<file path="config.mk">
export PLATFORM = sky130hd
export DESIGN_NAME = spi_regfile
export DESIGN_NICKNAME = d
export VERILOG_FILES = /design/src/rtl/spi_regfile_pkg.sv /design/src/rtl/spi_sync_edge.sv /design/src/rtl/spi_regfile.sv
export SDC_FILE = /design/constraint.sdc
export NUM_CORES = 1
export LEC_CHECK = 0
export ABC_AREA = 1
export ABC_CLOCK_PERIOD_IN_PS = 4100
export BUFFER_PORTS_ARGS = -buffer_cell sky130_fd_sc_hd__buf_2
export CAP_MARGIN = 10
export CORE_MARGIN = 1.5
export CORE_UTILIZATION = 25
export CTS_CLUSTER_DIAMETER = 30
export DETAILED_ROUTE_END_ITERATION = 16
export GPL_TIMING_DRIVEN = 1
export HOLD_SLACK_MARGIN = 0.15
export SLEW_MARGIN = 10
export SYNTH_ARGS = -nofsm -noshare
export SYNTH_HDL_FRONTEND = slang
export SYNTH_SLANG_ARGS = --single-unit
</file>
<file path="constraint.sdc">
create_clock -name clk -period 4.1 [get_ports clk]
set_input_delay 0.615 -clock clk [delete_from_list [all_inputs] [get_ports clk]]
set_output_delay 0.615 -clock clk [all_outputs]
set_load 0.02 [all_outputs]
</file>
<file path="src/rtl/spi_regfile_pkg.sv">
// Shared types and frame-geometry helper for the SPI register file.
package spi_regfile_pkg;

  typedef enum logic [1:0] {IDLE, ADDR, DATA, DONE} state_t;

  // One R/W bit, then the address, then the data.
  function automatic int frame_w(input int addr_w, input int data_w);
    return 1 + addr_w + data_w;
  endfunction

endpackage

</file>
<file path="src/rtl/spi_sync_edge.sv">
// Multi-flop synchroniser for one asynchronous SPI line, with edge strobes
// derived from the synchronised level.
module spi_sync_edge #(
  parameter int   STAGES  = 2,
  parameter logic RST_VAL = 1'b0
) (
  input  logic clk,
  input  logic rst_n,
  input  logic d,
  output logic q,
  output logic rise,
  output logic fall
);

  logic [STAGES-1:0] chain;
  logic              prev;

  always_ff @(posedge clk or negedge rst_n) begin
    if (!rst_n) begin
      chain <= {STAGES{RST_VAL}};
      prev  <= RST_VAL;
    end else begin
      chain <= {chain[STAGES-2:0], d};
      prev  <= chain[STAGES-1];
    end
  end

  assign q    = chain[STAGES-1];
  assign rise = q & ~prev;
  assign fall = ~q & prev;

endmodule

</file>
<file path="src/rtl/spi_regfile.sv">
// SPI mode-0 peripheral exposing a small register file: write frames update
// a register, read frames shift the addressed register back out on cipo.
module spi_regfile
  import spi_regfile_pkg::*;
#(
  parameter int NUM_REGS    = 5,
  parameter int ADDR_W      = 7,
  parameter int DATA_W      = 8,
  parameter int SYNC_STAGES = 2
) (
  input  logic                       clk,
  input  logic                       rst_n,
  input  logic                       sclk,
  input  logic                       copi,
  input  logic                       ncs,
  output logic                       cipo,
  output logic                       cipo_oe,
  output logic [NUM_REGS*DATA_W-1:0] regs,
  output logic                       wr_pulse,
  output logic [ADDR_W-1:0]          wr_addr,
  output logic                       addr_err
);

  localparam int              FRAME_W = frame_w(ADDR_W, DATA_W);
  localparam int              CNT_W   = $clog2(FRAME_W + 1);
  localparam logic [ADDR_W:0] NREG_V  = (ADDR_W+1)'(NUM_REGS);

  logic       sclk_rise, sclk_fall;
  logic       ncs_q, ncs_rise, ncs_fall;
  logic       copi_q;
  logic [2:0] unused_sync;

  spi_sync_edge #(.STAGES(SYNC_STAGES), .RST_VAL(1'b0)) u_sync_sclk (
    .clk(clk), .rst_n(rst_n), .d(sclk),
    .q(unused_sync[0]), .rise(sclk_rise), .fall(sclk_fall)
  );

  spi_sync_edge #(.STAGES(SYNC_STAGES), .RST_VAL(1'b1)) u_sync_ncs (
    .clk(clk), .rst_n(rst_n), .d(ncs),
    .q(ncs_q), .rise(ncs_rise), .fall(ncs_fall)
  );

  spi_sync_edge #(.STAGES(SYNC_STAGES), .RST_VAL(1'b0)) u_sync_copi (
    .clk(clk), .rst_n(rst_n), .d(copi),
    .q(copi_q), .rise(unused_sync[1]), .fall(unused_sync[2])
  );

  state_t                           state, state_nx;
  logic [CNT_W-1:0]                 bit_cnt;
  logic [FRAME_W-1:0]               shift_in, shift_nx;
  logic [DATA_W-1:0]                shift_out, rd_val;
  logic [NUM_REGS-1:0][DATA_W-1:0]  regs_r;
  logic [ADDR_W-1:0]                addr_q;
  logic                             rw_q, load_pend, commit_pend, armed;
  logic [SYNC_STAGES:0]             vld_pipe;
  logic                             bit_ev, out_ev, addr_ok, last_addr, last_bit;

  // An ncs rising edge wins over any sclk edge seen in the same clk.
  assign bit_ev    = sclk_rise & ~ncs_rise;
  assign out_ev    = sclk_fall & ~ncs_rise;
  assign shift_nx  = {shift_in[FRAME_W-2:0], copi_q};
  assign last_addr = (bit_cnt == CNT_W'(ADDR_W));
  assign last_bit  = (bit_cnt == CNT_W'(FRAME_W - 1));
  assign addr_ok   = ({1'b0, addr_q} < NREG_V);
  assign regs      = regs_r;

  always_comb begin
    rd_val = '0;
    for (int i = 0; i < NUM_REGS; i++)
      if (addr_q == ADDR_W'(i)) rd_val = regs_r[i];
  end

  always_ff @(posedge clk or negedge rst_n) begin
    if (!rst_n) state <= IDLE;
    else        state <= state_nx;
  end

  always_comb begin
    state_nx = state;
    case (state)
      IDLE:    if (ncs_fall && armed)      state_nx = ADDR;
      ADDR:    if (bit_ev && last_addr)    state_nx = DATA;
      DATA:    if (bit_ev && last_bit)     state_nx = DONE;
      default: ;
    endcase
    if (ncs_rise) state_nx = IDLE;
  end

  // After reset the ncs chain flushes from its idle-high value; a falling
  // edge only counts once a genuine high level has been observed, so a frame
  // already in progress at reset release is ignored.
  always_ff @(posedge clk or negedge rst_n) begin
    if (!rst_n) begin
      vld_pipe    <= '0;
      armed       <= 1'b0;
      bit_cnt     <= '0;
      shift_in    <= '0;
      shift_out   <= '0;
      regs_r      <= '0;
      addr_q      <= '0;
      rw_q        <= 1'b0;
      load_pend   <= 1'b0;
      commit_pend <= 1'b0;
      wr_pulse    <= 1'b0;
      wr_addr     <= '0;
      addr_err    <= 1'b0;
      cipo        <= 1'b0;
      cipo_oe     <= 1'b0;
    end else begin
      wr_pulse <= 1'b0;
      addr_err <= 1'b0;
      vld_pipe <= {vld_pipe[SYNC_STAGES-1:0], 1'b1};
      if (vld_pipe[SYNC_STAGES] && ncs_q) armed <= 1'b1;

      if (state == IDLE && state_nx == ADDR) begin
        bit_cnt   <= '0;
        shift_in  <= '0;
        shift_out <= '0;
      end

      if ((state == ADDR || state == DATA) && bit_ev) begin
        shift_in <= shift_nx;
        bit_cnt  <= bit_cnt + CNT_W'(1);
      end

      if (state == ADDR && state_nx == DATA) begin
        addr_q    <= shift_nx[ADDR_W-1:0];
        rw_q      <= shift_nx[ADDR_W];
        load_pend <= ~shift_nx[ADDR_W];
      end

      if (load_pend) begin
        load_pend <= 1'b0;
        if (state == DATA) begin
          shift_out <= addr_ok ? rd_val : '0;
          cipo_oe   <= 1'b1;
        end
      end

      if (state == DATA && out_ev && cipo_oe) begin
        cipo      <= shift_out[DATA_W-1];
        shift_out <= shift_out << 1;
      end

      if (state == DATA && state_nx == DONE) begin
        if (rw_q)          commit_pend <= 1'b1;
        else if (!addr_ok) addr_err    <= 1'b1;
      end

      if (commit_pend) begin
        commit_pend <= 1'b0;
        if (addr_ok) begin
          for (int i = 0; i < NUM_REGS; i++)
            if (addr_q == ADDR_W'(i)) regs_r[i] <= shift_in[DATA_W-1:0];
          wr_pulse <= 1'b1;
          wr_addr  <= addr_q;
        end else begin
          addr_err <= 1'b1;
        end
      end

      if (state_nx == IDLE) begin
        cipo      <= 1'b0;
        cipo_oe   <= 1'b0;
        load_pend <= 1'b0;
      end
    end
  end

endmodule
</file>
==> impl_metrics.py <==
metrics = {
    "floorplan": {
        "die_area_sq_um": 18210,
        "fp.coreArea_sq_um": 17180,
        "initial_core_util_pct": 25.34,
        "dieHeight_um": 134.9,
        "dieWidth_um": 134.9,
        "rows": 48,
        "top_level_ports": 56,
    },
    "timing": {
        "drv_slew": 0,
        "tightestPinTransition_ps": 531.4,
        "fin_tns_setup_ps": 0,
        "min_period_over_period_pct": 47.06,
        "rsz0062_at_grt": "false",
        "hold_viol": 0,
        "max_freq_mhz": 518.3,
        "relSlewSlack_pct": 64.57,
        "fin_worst_skew_ps": 10.95,
        "setup_viol": 0,
        "period_needed_ps": 1929,
    },
    "global_routing": {
        "grt_pass1_wl_um": 17550,
        "grt-ovfl-total": 0,
        "grt_busiest_layer": "met2",
        "met2_usage_pct": 18.89,
        "grt.met1_usage_pct": 17.93,
        "grt_pass1_vias": 3080,
        "grt_usage_pct": 12.64,
        "antenna_found_initial": 0,
        "global_route.usage.met3_pct": 3.679,
        "grt_max_degree": 41,
    },
    "place": {
        "io_buffer_count": 55,
        "gp_congestion": 0.8081,
        "placed_area_sq_um": 4842,
        "dp_hpwl_um": 7665,
        "dp_cells": 749,
    },
    "clock_network": {
        "cts-root-buf": "clkbuf_16",
        "clk_latency_ps": 350,
        "post-cts-setup-buffers": 0,
        "post_cts_resized": 0,
        "clock_path_buffers": 2,
        "cts_sinks": 96,
        "htreeDepth": 3,
        "cts_hold_buf": 0,
        "path_clk_slew_ps": 60,
        "numCtsBuffers": 9,
        "cts_tree": "built",
    },
    "finish": {
        "finalNetCount": 546,
        "multiInputGateArea_sq_um": 1734,
        "layout_commonest_cell": "nand2_1",
        "seq_area_sq_um": 2406,
        "postLayoutCoreUtil_pct": 29.98,
        "layout.cells.non_filler": 765,
        "layout.cells.most_common_list": "142 x nand2_1, 93 x dfrtp_1, 54 x buf_2",
        "drive_above_1_share_pct": 22.96,
        "fillers": 1846,
        "stdcell_area_sq_um": 5149,
        "num_antenna_cells": 0,
        "area_delta_synth_final_pct": 18.32,
    },
    "pwr": {
        "power_mw": 1.949,
        "p_leak_nw": 2.585,
        "power.density_nw_per_um2": 378.5,
        "ir_drop_mv": 0.1951,
    },
    "route": {
        "wl_per_cell_um": 14.20,
        "route.vias.total": 3336,
        "via_per_inst": 4.361,
        "first_pass_iters": 4,
        "first_iter_violations": 217,
        "totalWireLength_um": 10860,
        "ant_nets": 0,
        "drc": 0,
    },
    "setup_path": {
        "crit_type": "flip-flop to flip-flop",
        "critical-path-top-delay-family": "simple AND/OR/NAND/NOR gates",
        "crit_slowest_cell": "dfrtp_1",
        "worstSetupEndpointType": "flip-flop",
        "rr_startpoint": "bit_cnt[0]",
        "start_kind": "flip-flop",
        "startpoint": "bit_cnt[0]",
        "required_ps": 4370,
        "crit_chain": "ha_1 -> nand2_1 -> nor2_1 -> ha_1 -> nand3_1 -> nand2_1 -> nand2_1 -> nand2_2 -> nand2_4 -> nor2_4 -> nor2_4 -> nand2_1 -> nand2_1",
        "timing.critical_path.buf_inv": 0,
        "max_stage_delay_ps": 400,
        "worstPathMaxFanout": 12,
        "crit_path_frequent_cell": "nand2_1",
        "cp.arrival_ps": 2200,
    },
    "synthesis": {
        "netlist_instances": 478,
        "synthDistinctLibCells": 34,
        "syn_avg_cell_area_sq_um": 9.104,
        "ys_seq_area_share_pct": 55.29,
        "syn_nets": 489,
        "yosysWarnings": 0,
        "syn_area_sq_um": 4352,
        "ys_ff_latch": 96,
    },
    "outcome": {
        "status": "finished, final reports clean",
    },
    "run": {
        "drv_cap": 0,
    },
    "worst_hold_path": {
        "hold_class": "primary input to async pin",
    },
}
-- worst paths after layout --
path                                    end  slack (ps)  cells after the start
worst max-delay path             bit_cnt[2]        2170                     13
worst min-delay path             wr_addr[5]         260                      1
worst max register to register   bit_cnt[2]        2170                     13
worst min register to register  vld_pipe[2]         350                      0
max in group asynchronous          regs[17]        3000                      2
min in group clk                vld_pipe[2]         350                      0
-- cell usage after synthesis (all sizes together) --
master    n  area share (%)
nand3    32             4.3
o21bai    8             1.4
or2       4            0.57
and3      1            0.14
clkbuf    2            0.17
buf       9             1.8
a21o      1            0.17
a21oi    14             2.0
a22oi     1            0.17
clkinv    1           0.086
ha        6             1.7
xor2      1            0.20
dfrtp    93              53
inv      33             2.8
conb      1           0.086
nand4     4            0.57
o21ai    57             7.8
nand2   152              14
nor2     51             5.9
nor3      4            0.57
dfstp     3             1.8
-- routing by layer --
layer | vias up | routed length [um]
met5 | - | 0
met4 | 0 | 123
met3 | 9 | 511
met2 | 80 | 5038
met1 | 1576 | 5190
li1 | 1671 | -
-- worst reg2reg max path, delay by kind of cell, from the launching register on --
family	cells	cell delay (ps)
and+or+nand+nor	11	1070
DFF	1	400
adders and majority gates	2	400
-- state kept, by name, indices dropped and copies added (netlist names), 2 cells and up --
register and cells:
addr_q 7, bit_cnt 5, regs 40, shift_in 8, shift_out 8, state 2
u_sync_copi.chain 2, u_sync_ncs.chain 2, u_sync_sclk.chain 2, vld_pipe 3, wr_addr 7
-- cells by family (layout without fill, tap and decap cells) --
logic type                 count (synthesis)  count (layout)  share of synthesized area, %
AOI/OAI and AO/OA                         81              81                         11.53
xor gates and xnor gates                   1               1                        0.2013
adders and majority gates                  6               6                         1.725
buffers and inverters                     45             107                         4.859
DFF                                       96              96                         55.29
other                                      1               1                       0.08617
and+or+nand+nor                          248             248                         26.31
-- metrics by stage --
stage / hold slack [ps] / setup WS [ps]
2_1_floorplan: 319.4 / 2381
3_3_place_gp: 334.2 / 2215
3_5_place_dp: 336.2 / 2183
4_1_cts: 260.0 / 2166
5_1_grt: 294.9 / 1966
6_report: 255.1 / 2171
-- layout make-up --
class | instances | area share [%]
Sequential cell | 96 | 46.73
Multi-Input combinational cell | 337 | 33.68
Timing Repair Buffer | 57 | 5.687
Tap cell | 225 | 5.468
Clock inverter | 5 | 1.239
Inverter | 34 | 2.479
Clock buffer | 11 | 4.714
-- power by group --
| group | internal, mW | leakage [nW] | total [mW] | switching (mW) |
|---|---|---|---|---|
| sequential | 0.963 | 1.31 | 0.974 | 0.0112 |
| combinational | 0.0266 | 1.13 | 0.109 | 0.0826 |
| clock | 0.494 | 0.146 | 0.866 | 0.371 |
Power figures use the tool's default switching activity.
